$ cat config.mk
export PLATFORM = sky130hd
export DESIGN_NAME = seven_segment_reader
export DESIGN_NICKNAME = d
export VERILOG_FILES = /design/src/rtl/seven_segment_reader.sv
export SDC_FILE = /design/constraint.sdc
export NUM_CORES = 1
export LEC_CHECK = 0
export CORE_MARGIN = 5
export CORE_UTILIZATION = 56
export CTS_BUF_LIST = sky130_fd_sc_hd__clkbuf_4 sky130_fd_sc_hd__clkbuf_8
export CTS_CLUSTER_DIAMETER = 30
export DETAILED_ROUTE_END_ITERATION = 7
export PLACE_DENSITY_LB_ADDON = 0.1
export SLEW_MARGIN = 20
export SYNTH_ARGS = -nofsm -noshare
export SYNTH_HDL_FRONTEND = slang
export SYNTH_HIERARCHICAL = 1
export SYNTH_SLANG_ARGS = --single-unit
$ cat constraint.sdc
create_clock -name clk -period 5 [get_ports clk]
set_clock_uncertainty 0.2 [all_clocks]
set_input_delay 0.5 -clock clk [delete_from_list [all_inputs] [get_ports clk]]
set_output_delay 0.5 -clock clk [all_outputs]
set_load 0.005 [all_outputs]
$ cat src/rtl/seven_segment_reader.sv
// seven_segment_reader
//   Recovers hex digits from a multiplexed, active-low 7-segment display bus.
//   Anodes and cathodes are registered once. A pattern is captured into its
//   digit slot after STABLE_CYCLES consecutive identical samples with exactly
//   one anode low.
//
// Ports
//   clk, rst_n      clock, async active-low reset
//   anodes          [NUM_DIGITS] active-low digit enables
//   cathodes        [8] active-low segments, bit7 = dp, bits 6..0 = g..a
//   clear           sync clear of all captured state
//   digits          [4*NUM_DIGITS] decoded nibble per digit
//   digit_valid     [NUM_DIGITS] digit holds a decoded hex value
//   dp              [NUM_DIGITS] captured decimal point, active-high
//   frame_valid     pulse when every digit was captured since the last pulse
//   pattern_error   pulse on a stable, non-blank, non-hex pattern
//   err_digit       [3] digit index of the latest pattern_error

module seven_segment_reader_slot (
  input  logic       clk,
  input  logic       rst_n,
  input  logic       i_clear,
  input  logic       i_wr,
  input  logic [3:0] i_nib,
  input  logic       i_valid,
  input  logic       i_dp,
  output logic [3:0] o_nib,
  output logic       o_valid,
  output logic       o_dp
);
  logic [3:0] r_nib;
  logic       r_valid;
  logic       r_dp;

  always_ff @(posedge clk or negedge rst_n) begin
    if (!rst_n) begin
      r_nib   <= '0;
      r_valid <= 1'b0;
      r_dp    <= 1'b0;
    end else if (i_clear) begin
      r_nib   <= '0;
      r_valid <= 1'b0;
      r_dp    <= 1'b0;
    end else if (i_wr) begin
      r_nib   <= i_nib;
      r_valid <= i_valid;
      r_dp    <= i_dp;
    end
  end

  assign o_nib   = r_nib;
  assign o_valid = r_valid;
  assign o_dp    = r_dp;
endmodule

module seven_segment_reader #(
  parameter int NUM_DIGITS    = 8,
  parameter int STABLE_CYCLES = 4
) (
  input  logic                    clk,
  input  logic                    rst_n,
  input  logic [NUM_DIGITS-1:0]   anodes,
  input  logic [7:0]              cathodes,
  input  logic                    clear,
  output logic [4*NUM_DIGITS-1:0] digits,
  output logic [NUM_DIGITS-1:0]   digit_valid,
  output logic [NUM_DIGITS-1:0]   dp,
  output logic                    frame_valid,
  output logic                    pattern_error,
  output logic [2:0]              err_digit
);
  typedef enum logic [1:0] {IDLE, TRACK, HOLD} state_t;

  localparam logic [7:0] LP_TGT = 8'(STABLE_CYCLES);

  // {hit, blank, nibble}
  function automatic logic [5:0] f_decode(input logic [6:0] seg);
    logic [5:0] d;
    d = 6'b00_0000;
    case (seg)
      7'h40: d = 6'b10_0000;
      7'h79: d = 6'b10_0001;
      7'h24: d = 6'b10_0010;
      7'h30: d = 6'b10_0011;
      7'h19: d = 6'b10_0100;
      7'h12: d = 6'b10_0101;
      7'h02: d = 6'b10_0110;
      7'h78: d = 6'b10_0111;
      7'h00: d = 6'b10_1000;
      7'h10: d = 6'b10_1001;
      7'h08: d = 6'b10_1010;
      7'h03: d = 6'b10_1011;
      7'h46: d = 6'b10_1100;
      7'h21: d = 6'b10_1101;
      7'h06: d = 6'b10_1110;
      7'h0E: d = 6'b10_1111;
      7'h7F: d = 6'b01_0000;
      default: d = 6'b00_0000;
    endcase
    return d;
  endfunction

  // sample stage and the sample before it; reset to all-ones (nothing selected)
  logic [NUM_DIGITS-1:0] r_s_an, r_p_an;
  logic [7:0]            r_s_cat, r_p_cat;

  state_t                r_state, w_state_nx;
  logic [7:0]            r_cnt, w_cnt_nx;
  logic [NUM_DIGITS-1:0] r_seen;
  logic                  r_frame_valid, r_pattern_error;
  logic [2:0]            r_err_digit;

  logic [3:0]            w_lows;
  logic [2:0]            w_idx;
  logic                  w_sel, w_same, w_cap;
  logic [5:0]            w_dec;
  logic                  w_hit, w_blank;
  logic [3:0]            w_nib;
  logic [NUM_DIGITS-1:0] w_wr, w_seen_nx;

  always_comb begin
    w_lows = '0;
    w_idx  = '0;
    for (int i = 0; i < NUM_DIGITS; i++) begin
      w_lows = w_lows + {3'b000, ~r_s_an[i]};
      if (!r_s_an[i]) w_idx = 3'(i);
    end
  end

  assign w_sel  = (w_lows == 4'd1);
  assign w_same = (r_s_an == r_p_an) && (r_s_cat == r_p_cat);

  always_comb begin
    w_state_nx = r_state;
    w_cnt_nx   = r_cnt;
    w_cap      = 1'b0;
    case (r_state)
      IDLE: begin
        if (w_sel) begin
          w_state_nx = TRACK;
          w_cnt_nx   = 8'd1;
        end
      end
      TRACK: begin
        if (w_same) begin
          w_cnt_nx = r_cnt + 8'd1;
          if (r_cnt + 8'd1 == LP_TGT) begin
            w_state_nx = HOLD;
            w_cap      = 1'b1;
          end
        end else if (w_sel) begin
          w_cnt_nx = 8'd1;
        end else begin
          w_state_nx = IDLE;
          w_cnt_nx   = 8'd0;
        end
      end
      HOLD: begin
        if (!w_same) begin
          if (w_sel) begin
            w_state_nx = TRACK;
            w_cnt_nx   = 8'd1;
          end else begin
            w_state_nx = IDLE;
            w_cnt_nx   = 8'd0;
          end
        end
      end
      default: begin
        w_state_nx = IDLE;
        w_cnt_nx   = 8'd0;
      end
    endcase
  end

  assign w_dec     = f_decode(r_s_cat[6:0]);
  assign w_hit     = w_dec[5];
  assign w_blank   = w_dec[4];
  assign w_nib     = w_hit ? w_dec[3:0] : 4'h0;
  // w_sel guarantees a one-hot write strobe on capture
  assign w_wr      = w_cap ? ~r_s_an : '0;
  assign w_seen_nx = r_seen | w_wr;

  always_ff @(posedge clk or negedge rst_n) begin
    if (!rst_n) begin
      r_s_an          <= '1;
      r_s_cat         <= '1;
      r_p_an          <= '1;
      r_p_cat         <= '1;
      r_state         <= IDLE;
      r_cnt           <= '0;
      r_seen          <= '0;
      r_frame_valid   <= 1'b0;
      r_pattern_error <= 1'b0;
      r_err_digit     <= '0;
    end else begin
      r_s_an  <= anodes;
      r_s_cat <= cathodes;
      r_p_an  <= r_s_an;
      r_p_cat <= r_s_cat;
      if (clear) begin
        r_state         <= IDLE;
        r_cnt           <= '0;
        r_seen          <= '0;
        r_frame_valid   <= 1'b0;
        r_pattern_error <= 1'b0;
        r_err_digit     <= '0;
      end else begin
        r_state         <= w_state_nx;
        r_cnt           <= w_cnt_nx;
        r_frame_valid   <= w_cap && (&w_seen_nx);
        r_pattern_error <= w_cap && !w_hit && !w_blank;
        if (w_cap && !w_hit && !w_blank) r_err_digit <= w_idx;
        // completing capture pulses the frame and restarts accounting
        if (w_cap && (&w_seen_nx)) r_seen <= '0;
        else                       r_seen <= w_seen_nx;
      end
    end
  end

  for (genvar g = 0; g < NUM_DIGITS; g++) begin : g_slot
    seven_segment_reader_slot u_slot (
      .clk     (clk),
      .rst_n   (rst_n),
      .i_clear (clear),
      .i_wr    (w_wr[g]),
      .i_nib   (w_nib),
      .i_valid (w_hit),
      .i_dp    (~r_s_cat[7]),
      .o_nib   (digits[4*g +: 4]),
      .o_valid (digit_valid[g]),
      .o_dp    (dp[g])
    );
  end

  assign frame_valid   = r_frame_valid;
  assign pattern_error = r_pattern_error;
  assign err_digit     = r_err_digit;
endmodule

==> out/qor.txt, run 1 <==
WP depth - 13
Fill count - 676
Vias in the first global route - 3455
Vias/cell - 5.62
Worst hold slack - 0.192 ns
Hold Vio Cnt, Final - 0
Post-synth EDFFs - 0
Largest net degree at the start of global routing - 54
Clock tree from TritonCTS - yes
Initial antenna violation count - 0
Worst-margin pin slew - 0.797 ns
Port Buffer Count - 71
Post-route ant nets - 0
Ant. Diodes - 0
Overflow after GRT - 0
Post-route insts no fill - 616
Via count - 3462
Crit-path cells - fa_1 -> inv_1 -> fa_1 -> fa_1 -> ha_1 -> inv_1 -> fa_1 -> nor2b_1 -> a21oi_1 -> nor3_1 -> a2111oi_2 -> o21ai_0 -> o21ai_0
Part of the cycle the worst path needs - 0.873
Setup TNS - 0 ns
Root Buffer - clkbuf_8
Wirelength per Cell - 17.5 um
DRC errors left - 0
All-Layer GR Usage - 0.217
Initial DRC Count - 155
Placed insts - 599
Layout cells sized above 1 - 0.126
Core area - 0.00859 mm^2
Setup Viol. Count Final - 0
Number of buffers and inverters on the critical path - 2
Mapped cell area - 0.00485 mm^2
Most frequent cells in the layout - dfrtp_1 (71), clkdlybuf4s50_1 (69), nor2_1 (63), mux2i_1 (55), dfstp_2 (32)
Register Area - 0.00262 mm^2
First-pass GRT wire length - 17700 um
Yosys cell types - 57
Area Growth Syn to Fin - 19.5%
Maximum VDD drop - 181 uV
Slowest CP cell - a2111oi_2
Pleak - 2.41 nW
Max Slew Vio Count - 0
Horiz. Die Dim - 103 um
Power Density - 272 mW/mm^2
Row count - 34
Die height - 103 um
Commonest non-fill, non-tap cell in the layout - dfrtp_1
Sequential area share after synthesis - 0.540
MaxCap Viol Count - 0
Critical Path Sink Type - flop
Critical Path AT - 4.45 ns
Cells after synthesis - 437
Core Util, Final - 0.674
Clock-pin slew on the worst setup and hold paths - 0.10 ns
Final net count - 531
Worst-skew pair later-pin latency - 0.36 ns
Worst Path Required - 5.08 ns
Gpl congestion - 0.875
Synth warn - 6
CTS H-tree lvls - 3
Starting Density - 0.564
Hold Path Depth - 0
Post-DP Area - 0.00557 mm^2
Io pins - 72
# resized after CTS - 0
Largest stage delay, worst path - 0.75 ns
DIE AREA - 0.0106 mm^2
Mapped Avg Cell Area - 11.1 um^2
Crit path top cell by count - fa_1
Post-Place Setup Slack - 0.637 ns
Total CTS buffers - 9
R2r worst-path depth - 13
RSZ-0062 raised after global routing - no
Asr flop ratio synth - 1.00
Syn nets - 465
Multi-input logic area - 0.00199 mm^2
Final instance area - 0.00579 mm^2
Maximum root-to-sink buffer count - 2
Power, Total - 1.58 mW
Post-layout min period - 4.36 ns
CP Class - flop to flop
Delay-heaviest family, CP - adder cells
Peak Freq - 229 MHz
CP max FO - 7
Status - completed
Fin worst setup slack - 0.637 ns
DP HPWL - 7400 um
Startpoint types - flop
Clk sinks - 103
Slew HR - 0.468
Hold Path Class - flop to flop
Main synth FF type - dfrtp_1
Drt total wl - 10800 um
Drt pass-1 iters - 4
Yosys reg bits - 103
[cell type report]
class,count,share of cell area
sequential,103,0.452
multi-input combinational,287,0.344
timing repair buffer,76,0.128
tap,108,0.0233
clock buffer,10,0.0227
inverter,26,0.0168
clock inverter,6,0.0130
[what timing repair did]
| item | CTS | global route |
|---|---|---|
| hold buffers | 1 | 0 |
| buffers inserted | 0 | 0 |
| endpoints found under the hold margin | 36 | 0 |
[Yosys cell counts, types with 7 or more instances]
library cell | instances | share of area
nor4_1 | 7 | 0.0090
mux2i_1 | 55 | 0.11
nand2_1 | 24 | 0.019
a21oi_1 | 11 | 0.011
nor3_1 | 10 | 0.010
clkbuf_1 | 9 | 0.0070
buf_6 | 8 | 0.019
dfstp_2 | 32 | 0.17
inv_1 | 26 | 0.020
nor2_1 | 63 | 0.049
dfrtp_1 | 71 | 0.37
o21ai_0 | 10 | 0.010
xor2_1 | 16 | 0.029
[layer usage]
layer | GRT usage | up-vias | routed length, um
li1 | - | 1629 | -
met3 | 0.0710 | 13 | 731
met5 | 0 | - | 0
met4 | 0.0468 | 0 | 151
met1 | 0.297 | 1717 | 4600
met2 | 0.339 | 103 | 5290
[flip-flops by register name (all words and copies together), names as in the netlist]
name / cells
r_p_an: 8
r_s_cat: 8
err_digit: 3
r_seen: 8
r_s_an: 8
g_slot.u_slot/o_valid: 8
r_state: 2
g_slot.u_slot/o_nib: 32
frame_valid: 1
r_p_cat: 8
g_slot.u_slot/o_dp: 8
r_cnt: 8
pattern_error: 1
[path summary, 6_finish.rpt]
path                                       from                endpoint  slack [ns]
max                         r_s_an[3]$_DFF_PN1_    r_cnt[4]$_DFFE_PN0P_        0.64
min                        r_s_cat[7]$_DFF_PN1_    r_p_cat[7]$_DFF_PN1_        0.19
max reg2reg                 r_s_an[3]$_DFF_PN1_    r_cnt[4]$_DFFE_PN0P_        0.64
min reg2reg                r_s_cat[7]$_DFF_PN1_    r_p_cat[7]$_DFF_PN1_        0.19
max in group asynchronous                 rst_n     r_seen[7]$_DFF_PN0_        3.03
min in group asynchronous                 rst_n  r_state[1]$_DFFE_PN0P_        0.51
[logic make-up after synthesis]
family | synth area share
AO/OA/AOI/OAI | 0.0762
flip-flops | 0.540
AND/OR/NAND/NOR | 0.150
buffers and inverters | 0.0498
multiplexers | 0.118
adder cells (fa/ha/maj) | 0.0315
XOR/XNOR | 0.0343
[power breakdown]
part           switching (mW)  internal (mW)  total, mW  leakage [nW]
combinational          0.0899         0.0584      0.148         0.975
sequential             0.0297          0.861      0.891          1.33
clock                   0.292          0.245      0.538         0.103
total                   0.412           1.16       1.58          2.41
No activity file was read; power rests on OpenSTA's default activity.
==> run 2, diff against run 1 <==
Settings changed: SLEW_MARGIN 20 to 5.
==> run 2 against run 1 <==
Clock power barely moved. Sequential power about the same. Worst setup slack got worse by 0.0080 ns. Fmax fell by 0.18%. Combinational power hardly changed. Routed wire length is essentially flat. Cell area about the same. Largest cell class unchanged.
==> out/qor.txt, run 2 (synthesized netlist as in run 1, its figures left out) <==
Post-route insts no fill - 616 (unchanged)
Drt total wl - 10800 um (about the same)
Crit-path cells - fa_1 -> inv_1 -> fa_1 -> fa_1 -> ha_1 -> inv_1 -> fa_1 -> nor2b_1 -> a21oi_1 -> nor3_1 -> a2111oi_2 -> o21ai_0 -> o21ai_0
DIE AREA - 0.0106 mm^2 (unchanged)
Post-layout min period - 4.37 ns (+0.00801 ns)
MaxCap Viol Count - 0 (unchanged)
Via count - 3443 (-0.55%)
Pleak - 2.41 nW (about the same)
Setup TNS - 0 ns (unchanged)
Io pins - 72 (unchanged)
Hold Path Class - flop to flop
Critical Path AT - 4.46 ns (about the same)
Critical Path Sink Type - flop
Largest stage delay, worst path - 0.76 ns (about the same)
Post-route ant nets - 0 (unchanged)
Part of the cycle the worst path needs - 0.874 (+0.00160)
Initial DRC Count - 118 (-24%)
Layout cells sized above 1 - 0.124 (-0.00197)
Commonest non-fill, non-tap cell in the layout - dfrtp_1
Register Area - 0.00262 mm^2 (unchanged)
Placed insts - 599 (unchanged)
Worst-skew pair later-pin latency - 0.37 ns (about the same)
Worst Path Required - 5.08 ns (about the same)
Worst-margin pin slew - 1.09 ns (+0.297 ns)
Clock tree from TritonCTS - yes
Peak Freq - 229 MHz (-0.18%)
Post-CTS setup repair buffer count - 0 (unchanged)
Power Density - 273 mW/mm^2 (+0.31%)
Final net count - 531 (unchanged)
Crit path top cell by count - fa_1
CTS H-tree lvls - 3 (unchanged)
Row count - 34 (unchanged)
DRC errors left - 0 (unchanged)
DP HPWL - 7400 um (unchanged)
Fill count - 676 (unchanged)
Horiz. Die Dim - 103 um (unchanged)
Largest net degree at the start of global routing - 54 (unchanged)
Startpoint types - flop
Vias/cell - 5.59 (-0.55%)
Max FFs per register - 32 (unchanged)
Root Buffer - clkbuf_8
Port Buffer Count - 71 (unchanged)
Overflow after GRT - 0 (unchanged)
Power, Total - 1.58 mW (+0.22%)
Core area - 0.00859 mm^2 (unchanged)
CP max FO - 7 (unchanged)
Total CTS buffers - 9 (unchanged)
First-pass GRT wire length - 17700 um (unchanged)
Setup Viol. Count Final - 0 (unchanged)
Area Growth Syn to Fin - 19.4% (about the same)
Ant. Diodes - 0 (unchanged)
All-Layer GR Usage - 0.217 (unchanged)
Status - completed
Starting Density - 0.564 (unchanged)
Initial antenna violation count - 0 (unchanged)
Die height - 103 um (unchanged)
Hold Vio Cnt, Final - 0 (unchanged)
Slew HR - 0.265 (-0.202)
Clk sinks - 103 (unchanged)
Vias in the first global route - 3455 (unchanged)
CP Class - flop to flop
Maximum root-to-sink buffer count - 2 (unchanged)
Wirelength per Cell - 17.5 um (about the same)
Maximum VDD drop - 186 uV (+2.4%)
Drt pass-1 iters - 6 (+2)
Clock-pin slew on the worst setup and hold paths - 0.10 ns (about the same)
Max Slew Vio Count - 0 (unchanged)
Slowest CP cell - a2111oi_2
Delay-heaviest family, CP - adder cells
RSZ-0062 raised after global routing - no
Number of buffers and inverters on the critical path - 2 (unchanged)
Most frequent cells in the layout - dfrtp_1 (71), clkdlybuf4s50_1 (69), nor2_1 (63), mux2i_1 (55), dfstp_2 (32)
Gpl congestion - 0.875 (unchanged)
Multi-input logic area - 0.00199 mm^2 (-0.25%)
-- run 2: where the power goes --
part	internal, mW	switching (mW)	leakage [nW]
sequential	0.861	0.0296	1.33
clock	0.245	0.296	0.103
combinational	0.0584	0.0898	0.975
total	1.17	0.416	2.41
-- run 2: final cells by class --
class | instances | area share
clock buffer | 10 | 0.0227
clock inverter | 6 | 0.0130
inverter | 26 | 0.0169
multi-input combinational | 287 | 0.343
sequential | 103 | 0.452
tap | 108 | 0.0233
timing repair buffer | 76 | 0.128
-- run 2: worst paths after layout --
kind	startpoint	to	slack, ns	depth (start not counted)
setup / recovery	r_s_an[1]$_DFF_PN1_	r_cnt[4]$_DFFE_PN0P_	0.63	13
hold / removal	r_s_cat[7]$_DFF_PN1_	r_p_cat[7]$_DFF_PN1_	0.19	0
setup reg to reg	r_s_an[1]$_DFF_PN1_	r_cnt[4]$_DFFE_PN0P_	0.63	13
hold reg to reg	r_s_cat[7]$_DFF_PN1_	r_p_cat[7]$_DFF_PN1_	0.19	0
max in group asynchronous	rst_n	r_seen[7]$_DFF_PN0_	3.02	3
min in group asynchronous	rst_n	r_state[1]$_DFFE_PN0P_	0.51	2
-- run 2: metal layers --
metal / wire length [um] / vias to the layer above / global-route usage
met5: 0 / - / 0
li1: - / 1633 / -
met3: 688 / 11 / 0.0710
met1: 4730 / 1722 / 0.297
met4: 153 / 0 / 0.0468
met2: 5210 / 77 / 0.339
-- run 2: repair_timing --
item | in CTS | in global routing
setup endpoints to repair | 0 | 0
hold buffers | 1 | 0
resized for setup | 0 | 0
endpoints found under the hold margin | 36 | 0
-- run 2: through the flow --
stage	hold slack [ns]	utilization	worst slack [ns]	instance area [um^2]
floorplan	0.00441	-	1.07	4850
global placement	0.170	0.648	0.801	5570
detailed placement	0.180	0.648	0.637	5570
CTS	0.195	0.674	0.638	5790
global route	0.200	0.674	0.375	5790
finish	0.192	0.674	0.629	5790
